$ cat config.mk
export PLATFORM = sky130hd
export DESIGN_NAME = mem_port_arbiter
export DESIGN_NICKNAME = d
export VERILOG_FILES = /design/src/rtl/mem_port_arbiter.sv
export SDC_FILE = /design/constraint.sdc
export NUM_CORES = 1
export LEC_CHECK = 0
export BUFFER_PORTS_ARGS = -buffer_cell sky130_fd_sc_hd__buf_2
export CAP_MARGIN = 20
export CORE_MARGIN = 5
export CORE_UTILIZATION = 51
export CTS_CLUSTER_DIAMETER = 50
export DETAILED_ROUTE_END_ITERATION = 12
export GPL_ROUTABILITY_DRIVEN = 0
export PLACE_DENSITY_LB_ADDON = 0.08
export SYNTH_ARGS = -nofsm -noshare
export SYNTH_HDL_FRONTEND = slang
export SYNTH_SLANG_ARGS = --single-unit
$ cat constraint.sdc
create_clock -name clk -period 2.6 [get_ports clk]
set_input_delay 0.39 -clock clk [delete_from_list [all_inputs] [get_ports clk]]
set_output_delay 0.39 -clock clk [all_outputs]
set_load 0.005 [all_outputs]
$ cat src/rtl/mem_port_arbiter.sv
// mem_port_arbiter: shares one single-ported memory between instruction fetch
// (IF) and load/store (MEM). Each granted transaction walks IDLE -> ISSUE ->
// (WAIT) -> RESP and finishes with a one-cycle ready pulse to its owner.
//
// Handshake: a requester raises *_req with stable address/data and keeps it
// up until its *_ready pulse (fetch may also drop on if_kill). It may drop or
// change the request in the cycle after the pulse; that cycle is always IDLE
// and is the one that samples the new request.
module mem_port_arbiter #(
    parameter int ADDR_W     = 32,
    parameter int DATA_W     = 32,
    parameter int MEM_LAT    = 2,
    parameter int STARVE_MAX = 4
) (
    input  logic                clk,
    input  logic                rst,
    input  logic                if_req,
    input  logic [ADDR_W-1:0]   if_addr,
    input  logic                if_kill,
    output logic [DATA_W-1:0]   if_rdata,
    output logic                if_ready,
    input  logic                dm_req,
    input  logic                dm_we,
    input  logic [ADDR_W-1:0]   dm_addr,
    input  logic [DATA_W-1:0]   dm_wdata,
    input  logic [DATA_W/8-1:0] dm_wstrb,
    output logic [DATA_W-1:0]   dm_rdata,
    output logic                dm_ready,
    output logic                mem_en,
    output logic [DATA_W/8-1:0] mem_we,
    output logic [ADDR_W-1:0]   mem_addr,
    output logic [DATA_W-1:0]   mem_wdata,
    input  logic [DATA_W-1:0]   mem_rdata,
    output logic                pipe_stall
);

    localparam int STRB_W = DATA_W / 8;
    localparam int SW_W   = $clog2(STARVE_MAX + 1);
    localparam int LAT_W  = $clog2(MEM_LAT + 1);
    localparam logic [SW_W-1:0]  STARVE_LIM = SW_W'(STARVE_MAX);
    localparam logic [LAT_W-1:0] LAT_INIT   = LAT_W'(MEM_LAT);

    typedef enum logic [1:0] {
        ST_IDLE  = 2'd0,
        ST_ISSUE = 2'd1,
        ST_WAIT  = 2'd2,
        ST_RESP  = 2'd3
    } state_t;

    state_t              state_q, state_d;
    logic                owner_dm_q, owner_dm_d;   // 1 = data port owns the transaction
    logic                store_q, store_d;
    logic                kill_q, kill_d;
    logic [LAT_W-1:0]    lat_q, lat_d;
    logic [SW_W-1:0]     starve_q, starve_d;
    logic                mem_en_q, mem_en_d;
    logic [STRB_W-1:0]   mem_we_q, mem_we_d;
    logic [ADDR_W-1:0]   mem_addr_q, mem_addr_d;
    logic [DATA_W-1:0]   mem_wdata_q, mem_wdata_d;
    logic [DATA_W-1:0]   if_rdata_q, if_rdata_d;
    logic [DATA_W-1:0]   dm_rdata_q, dm_rdata_d;
    logic                if_ready_q, if_ready_d;
    logic                dm_ready_q, dm_ready_d;

    logic fetch_ok;
    logic force_fetch;
    logic kill_hit;

    // A fetch killed in IDLE is simply not granted; the starve limit only
    // overrides data priority when fetch is actually eligible.
    assign fetch_ok    = if_req & ~if_kill;
    assign force_fetch = fetch_ok & (starve_q == STARVE_LIM);
    assign kill_hit    = if_kill & ~owner_dm_q;

    // Next-state and registered-output logic for the transaction sequencer.
    always_comb begin
        state_d     = state_q;
        owner_dm_d  = owner_dm_q;
        store_d     = store_q;
        kill_d      = kill_q;
        lat_d       = lat_q;
        starve_d    = starve_q;
        mem_en_d    = 1'b0;
        mem_we_d    = '0;
        mem_addr_d  = mem_addr_q;
        mem_wdata_d = mem_wdata_q;
        if_rdata_d  = if_rdata_q;
        dm_rdata_d  = dm_rdata_q;
        if_ready_d  = 1'b0;
        dm_ready_d  = 1'b0;

        unique case (state_q)
            ST_IDLE: begin
                kill_d = 1'b0;
                if (dm_req && !force_fetch) begin
                    owner_dm_d  = 1'b1;
                    store_d     = dm_we;
                    mem_addr_d  = dm_addr;
                    mem_wdata_d = dm_wdata;
                    mem_en_d    = 1'b1;
                    mem_we_d    = dm_we ? dm_wstrb : '0;
                    if (if_req) begin
                        starve_d = (starve_q == STARVE_LIM) ? STARVE_LIM : starve_q + SW_W'(1);
                    end else begin
                        starve_d = '0;
                    end
                    state_d = ST_ISSUE;
                end else if (fetch_ok) begin
                    owner_dm_d = 1'b0;
                    store_d    = 1'b0;
                    mem_addr_d = if_addr;
                    mem_en_d   = 1'b1;
                    starve_d   = '0;
                    state_d    = ST_ISSUE;
                end
            end
            ST_ISSUE: begin
                kill_d = kill_q | kill_hit;
                if (store_q) begin
                    dm_ready_d = 1'b1;
                    state_d    = ST_RESP;
                end else begin
                    lat_d   = LAT_INIT;
                    state_d = ST_WAIT;
                end
            end
            ST_WAIT: begin
                kill_d = kill_q | kill_hit;
                lat_d  = lat_q - LAT_W'(1);
                if (lat_q == LAT_W'(1)) begin
                    state_d = ST_RESP;
                    if (owner_dm_q) begin
                        dm_rdata_d = mem_rdata;
                        dm_ready_d = 1'b1;
                    end else if (!(kill_q || kill_hit)) begin
                        if_rdata_d = mem_rdata;
                        if_ready_d = 1'b1;
                    end
                end
            end
            ST_RESP: begin
                kill_d  = 1'b0;
                state_d = ST_IDLE;
            end
            default: state_d = ST_IDLE;
        endcase
    end

    // State and output registers; reset abandons any transaction in flight.
    always_ff @(posedge clk or negedge rst) begin
        if (!rst) begin
            state_q     <= ST_IDLE;
            owner_dm_q  <= 1'b0;
            store_q     <= 1'b0;
            kill_q      <= 1'b0;
            lat_q       <= '0;
            starve_q    <= '0;
            mem_en_q    <= 1'b0;
            mem_we_q    <= '0;
            mem_addr_q  <= '0;
            mem_wdata_q <= '0;
            if_rdata_q  <= '0;
            dm_rdata_q  <= '0;
            if_ready_q  <= 1'b0;
            dm_ready_q  <= 1'b0;
        end else begin
            state_q     <= state_d;
            owner_dm_q  <= owner_dm_d;
            store_q     <= store_d;
            kill_q      <= kill_d;
            lat_q       <= lat_d;
            starve_q    <= starve_d;
            mem_en_q    <= mem_en_d;
            mem_we_q    <= mem_we_d;
            mem_addr_q  <= mem_addr_d;
            mem_wdata_q <= mem_wdata_d;
            if_rdata_q  <= if_rdata_d;
            dm_rdata_q  <= dm_rdata_d;
            if_ready_q  <= if_ready_d;
            dm_ready_q  <= dm_ready_d;
        end
    end

    assign mem_en    = mem_en_q;
    assign mem_we    = mem_we_q;
    assign mem_addr  = mem_addr_q;
    assign mem_wdata = mem_wdata_q;
    assign if_rdata  = if_rdata_q;
    assign dm_rdata  = dm_rdata_q;
    assign if_ready  = if_ready_q;
    assign dm_ready  = dm_ready_q;

    // Stall is combinational so the pipeline freezes in the same cycle a
    // request appears; a killed fetch no longer holds the front end.
    assign pipe_stall = (if_req & ~if_ready_q & ~if_kill) | (dm_req & ~dm_ready_q);

endmodule

; Word level (Yosys, flattened, before mapping)
; Cells that the tools add are included.
; Widths: inputs -> output; s select.
[totals]
reg_bits = 145
inputBits = 138
output_inout_bits = 136
[op_classes]
addsub = 2
eq_ne = 8
n_mux = 31
bitwise = 13
n_reduce_logical = 14
[ops]
columns = operator, n
row1 = $mux 32, 2
row2 = $mux 1, 14
row3 = $mux 3, 4
row4 = $mux 4, 3
row5 = $mux 2, 4
row6 = $pmux 2 s4, 1
row7 = $reduce_and 2->1, 4
row8 = $and 1x1->1, 6
row9 = $not 1->1, 5
row10 = $eq 2x1->1 const B, 2
row11 = $eq 2x2->1 const B, 2
row12 = $ne 2x2->1 const B, 2
row13 = $pmux 1 s2, 2
row14 = $pmux 2 s2, 1
row15 = $reduce_and 4->1, 1
row16 = $reduce_bool 2->1, 2
row17 = $reduce_or 2->1, 2
row18 = $add 3x1->3 const B, 1
row19 = $eq 3x3->1 const B, 1
row20 = $ne 3x3->1 const B, 1
row21 = $reduce_and 3->1, 1
row22 = $logic_not 2->1, 1
row23 = $or 1x1->1, 2
row24 = $sub 2x1->2 const B, 1
row25 = other kinds (3), 3

; Depth between registers and ports, before layout
[logic_depth]
word_depth = 7
depth_mapped = 7

; Worst setup path before layout
; No wires, ideal clock.
[synth_path]
path_type = reg-to-reg
from = register state_q[0]
to = register if_rdata_q[0], in the netlist if_rdata[0]
setup_ns = 0.125
arrival_time_ns = 1.599
required_time_ns = 2.475
slack_ns = 0.876
stages_incl_launch_ff = 7
n_path_buf = 1
period_less_slack_ns = 1.724
cell_sequence = dfrtp_1 inv_1 ha_1 nand2_1 nor4_4 buf_6 mux2_2
[synth_via]
elab_chain_cells = 2
[synth_rtl]
columns = element, line_no
row1 = "start, declared", 50  ; state_t state_q, state_d;
row2 = "start signal, assigned", 167  ; state_q <= state_d;
row3 = $eq 2x2->1, 92  ; unique case (state_q)
row4 = $reduce_and 4->1 (no source line), -
row5 = "end signal, assigned", 177  ; if_rdata_q <= if_rdata_d;
row6 = "end, declared", 60  ; logic [DATA_W-1:0] if_rdata_q, if_rdata_d;
; No other way between the ends.
; A chain may end at the register's enable or synchronous reset.

; Worst setup path after layout
[layout_path]
from = register state_q[0]
to = register mem_addr_q[25], in the netlist mem_addr[25]
[layout_via]
elab_chain_cells = 2
[layout_rtl]
columns = element, line_no
row1 = $logic_not 2->1, 92
row2 = $reduce_and 2->1 (no source line), -
row3 = "end signal, assigned", 175  ; mem_addr_q <= mem_addr_d;
row4 = "end, declared", 58  ; logic [ADDR_W-1:0] mem_addr_q, mem_addr_d;
; No other way between the ends.

==> results.yml <==
run_status:
  status: "completed"
route:
  routed_wl_um: 16600
  vias: 4858
  drt_first_iter_violations: 437
  dr.pass1.iters: 4
  antenna_left: 0
  viasPerCell: 5.33
  routedWlPerCell_um: 18.2
  drcViolationCount: 0
placement:
  portBuffers: 273
  hpwl_um: 11900
  placed_cell_area_um2: 7750
  dp.cells: 877
worst_setup_path:
  path_max_fanout: 36
  crit_buf_inv: 3
  cpPeakStageDelay_ps: 510
  worstPathRequired_ps: 2920
  r2r-start: "state_q[0]"
  crit_path_end_kind: "flip-flop"
  reg2reg_slack_ps: 640
  crit_arrival_ps: 2280
  reg2reg_depth: 6
  cp_cell_sequence: "inv_1 -> ha_1 -> buf_4 -> o21ai_2 -> inv_2 -> a2bb2oi_1"
  worstSetupPathType: "reg -> reg"
  cp_top_family: "buffers and inverters"
  start_kind: "flip-flop"
  setup.worst_path.start: "state_q[0]"
  crit_slowest_cell: "inv_2"
  rr_endpoint: "mem_addr[25]"
logic_synthesis:
  ys.warnings.count: 0
  async_reset_ff_share_pct: 100
  synth-main-ff-cell: "dfrtp_1"
  yosys_register_bits: 145
  yosysTopAreaCell: "dfrtp_1"
  netlist_instances: 464
  synth_area_um2: 6310
  yosysTopAreaCellShare_pct: 57.5
  synth.area.top_cells: "dfrtp_1 (57%), mux2_2 (15%), o221a_2 (5.5%)"
  synth-seq-area-share_pct: 57.5
  syn_avg_cell_area_um2: 13.6
  synth_cell_types: 41
  synth-edff-count: 0
  synth_nets: 608
pwr:
  leakage_nw: 4.13
  finalPower_mw: 9.83
  switchingPower_mw: 2.95
  clock_power_share_pct: 24.1
  p_seq_share_pct: 40.0
  peakVddDrop_uv: 668
  p_per_area_nw_per_um2: 1180
  p_comb_share_pct: 35.8
  p_sw_share_pct: 30.0
  p_int_mw: 6.89
clock_tree:
  cts-buffers-inserted: 17
  cts_tree: "done"
  cts_root_buf: "clkbuf_16"
  h-tree-depth: 4
  path_clk_slew_ps: 60
  cts.sinks: 145
  clk_latency_ps: 410
  cts.path.max_buffers: 2
  post_cts_buffers: 0
cells_and_area:
  fillers: 905
  final_area_um2: 8350
  instances_no_fill: 911
  layout-drive-gt1-share_pct: 60.0
  areaGrowthSynthToFinish_pct: 32.2
  postLayoutCoreUtil_pct: 69.2
  final_nets: 873
timing:
  setup_viol: 0
  clock_skew_ps: 5.99
  maxSlewHeadroom_pct: 55.4
  drv_slew: 0
  rsz0062_at_grt: "false"
  max_clock_freq_mhz: 510
  fin_crit_sh_pct: 75.5
  hold_viol_final: 0
  tightest_slew_ps: 667
  setup_tns_ps: 0
  fin_crit_ps: 1960
floorplan:
  num_io_pins: 274
  die_w_um: 121
  die_y_um: 121
  dieArea_um2: 14700
  rows: 40
  initial_utilization_pct: 52.4
  core_area_um2: 12100
global_route:
  grtUsageTotal_pct: 22.6
  grt-ovfl-total: 0
  grt_pass1_wl_um: 26000
  grt_max_degree: 69
  grt_pass1_vias: 5123
  antenna_found_initial: 0
job:
  drv_cap: 0
worst_hold_path:
  hold_path_class: "in -> reg"
  hold_depth: 2
  min_to: "mem_wdata[9]"
  hp-start: "dm_wdata[9]"
[per-layer routing]
layer	part of all wire (%)	wire length [um]	GRT usage, %	up-vias
met2	51	8390	38.1	203
met3	8.8	1460	7.37	22
met1	38	6370	26.9	2381
met5	0	0	0	-
li1	-	-	-	2252
met4	2.1	342	8.75	0
[cell families (layout without fill, tap and decap cells)]
family          count (synthesis)  count (layout)  share of synthesized area [%]
compound gates                114             114                           14.6
fa+ha+maj                       6               6                           1.19
buf+inv                        45             323                           4.18
flops                         145             145                           57.5
mux                            97              97                           18.1
other cells                     0               1                              0
simple gates                   57              57                           4.48
[power groups by stage]
stage / registers [mW] / logic [mW] / clock network, mW
after floorplan: 4.01 / 1.86 / 0
after global placement: 3.90 / 3.46 / 0
after detailed placement: 3.95 / 3.57 / 0
after CTS: 3.94 / 3.59 / 2.43
after global routing: 4.08 / 3.87 / 2.53
final: 3.94 / 3.52 / 2.37
[worst max path at each step]
stage               slack [ps]      endpoint  cells past startpoint
detailed placement         610  mem_addr[26]                      6
global route               430  mem_addr[26]                      6
CTS                        600  mem_addr[26]                      6
finish                     640  mem_addr[25]                      6
floorplan                  880   if_rdata[0]                      6
global placement           700  if_rdata[23]                      6
[flip-flops by register name (all words and copies together), names as in the netlist]
register / count
dm_rdata: 32
dm_ready: 1
if_rdata: 32
if_ready: 1
kill_q: 1
lat_q: 2
mem_addr: 32
mem_en: 1
mem_wdata: 32
mem_we: 4
owner_dm_q: 1
starve_q: 3
state_q: 2
store_q: 1
[cell type report]
type | instances | area [um^2] | area share [%]
sequential | 145 | 3630 | 43.5
antenna | 1 | 2.50 | 0.0300
tap | 168 | 210 | 2.52
timing repair buffer | 284 | 1470 | 17.6
clock buffer | 23 | 478 | 5.73
inverter | 7 | 26.3 | 0.315
multi-input combinational | 274 | 2430 | 29.1
clock inverter | 9 | 105 | 1.26
[cell usage after synthesis, types with 3 or more instances]
cell and number:
and3_1 5, nand2_1 36, a2bb2oi_1 31, buf_6 9, mux2_2 82, dfrtp_1 145
inv_1 6, o221a_2 31, o21ai_0 34, nor2b_1 3, clkbuf_1 19, ha_1 6
nor2_1 3, buf_2 7, mux2_4 14
[placed cells by master (no fill, tap or decap), drive strengths merged, types with 2 or more instances in the layout]
cell,netlist,routed
a21boi,2,2
a21oi,2,2
a2bb2oi,31,31
and3,6,6
buf,19,283
bufinv,0,2
clkbuf,19,23
clkinv,0,5
dfrtp,145,145
ha,6,6
inv,7,8
mux2,97,97
nand2,36,36
nand3,2,2
nor2,3,3
nor2b,3,3
o211ai,2,2
o21a,2,2
o21ai,37,37
o221a,31,31
[through the flow]
stage          hold WS (ps)  setup WS [ps]
2_1_floorplan          94.4            876
3_3_place_gp            423            704
3_5_place_dp            435            609
4_1_cts                 191            602
5_1_grt                 193            430
6_report                213            637
[timing repair]
action                                 CTS  global route
hold buffers                             1             0
endpoints found under the hold margin    8             0
resized for setup                        0             0
(Power assumes the default switching activity.)
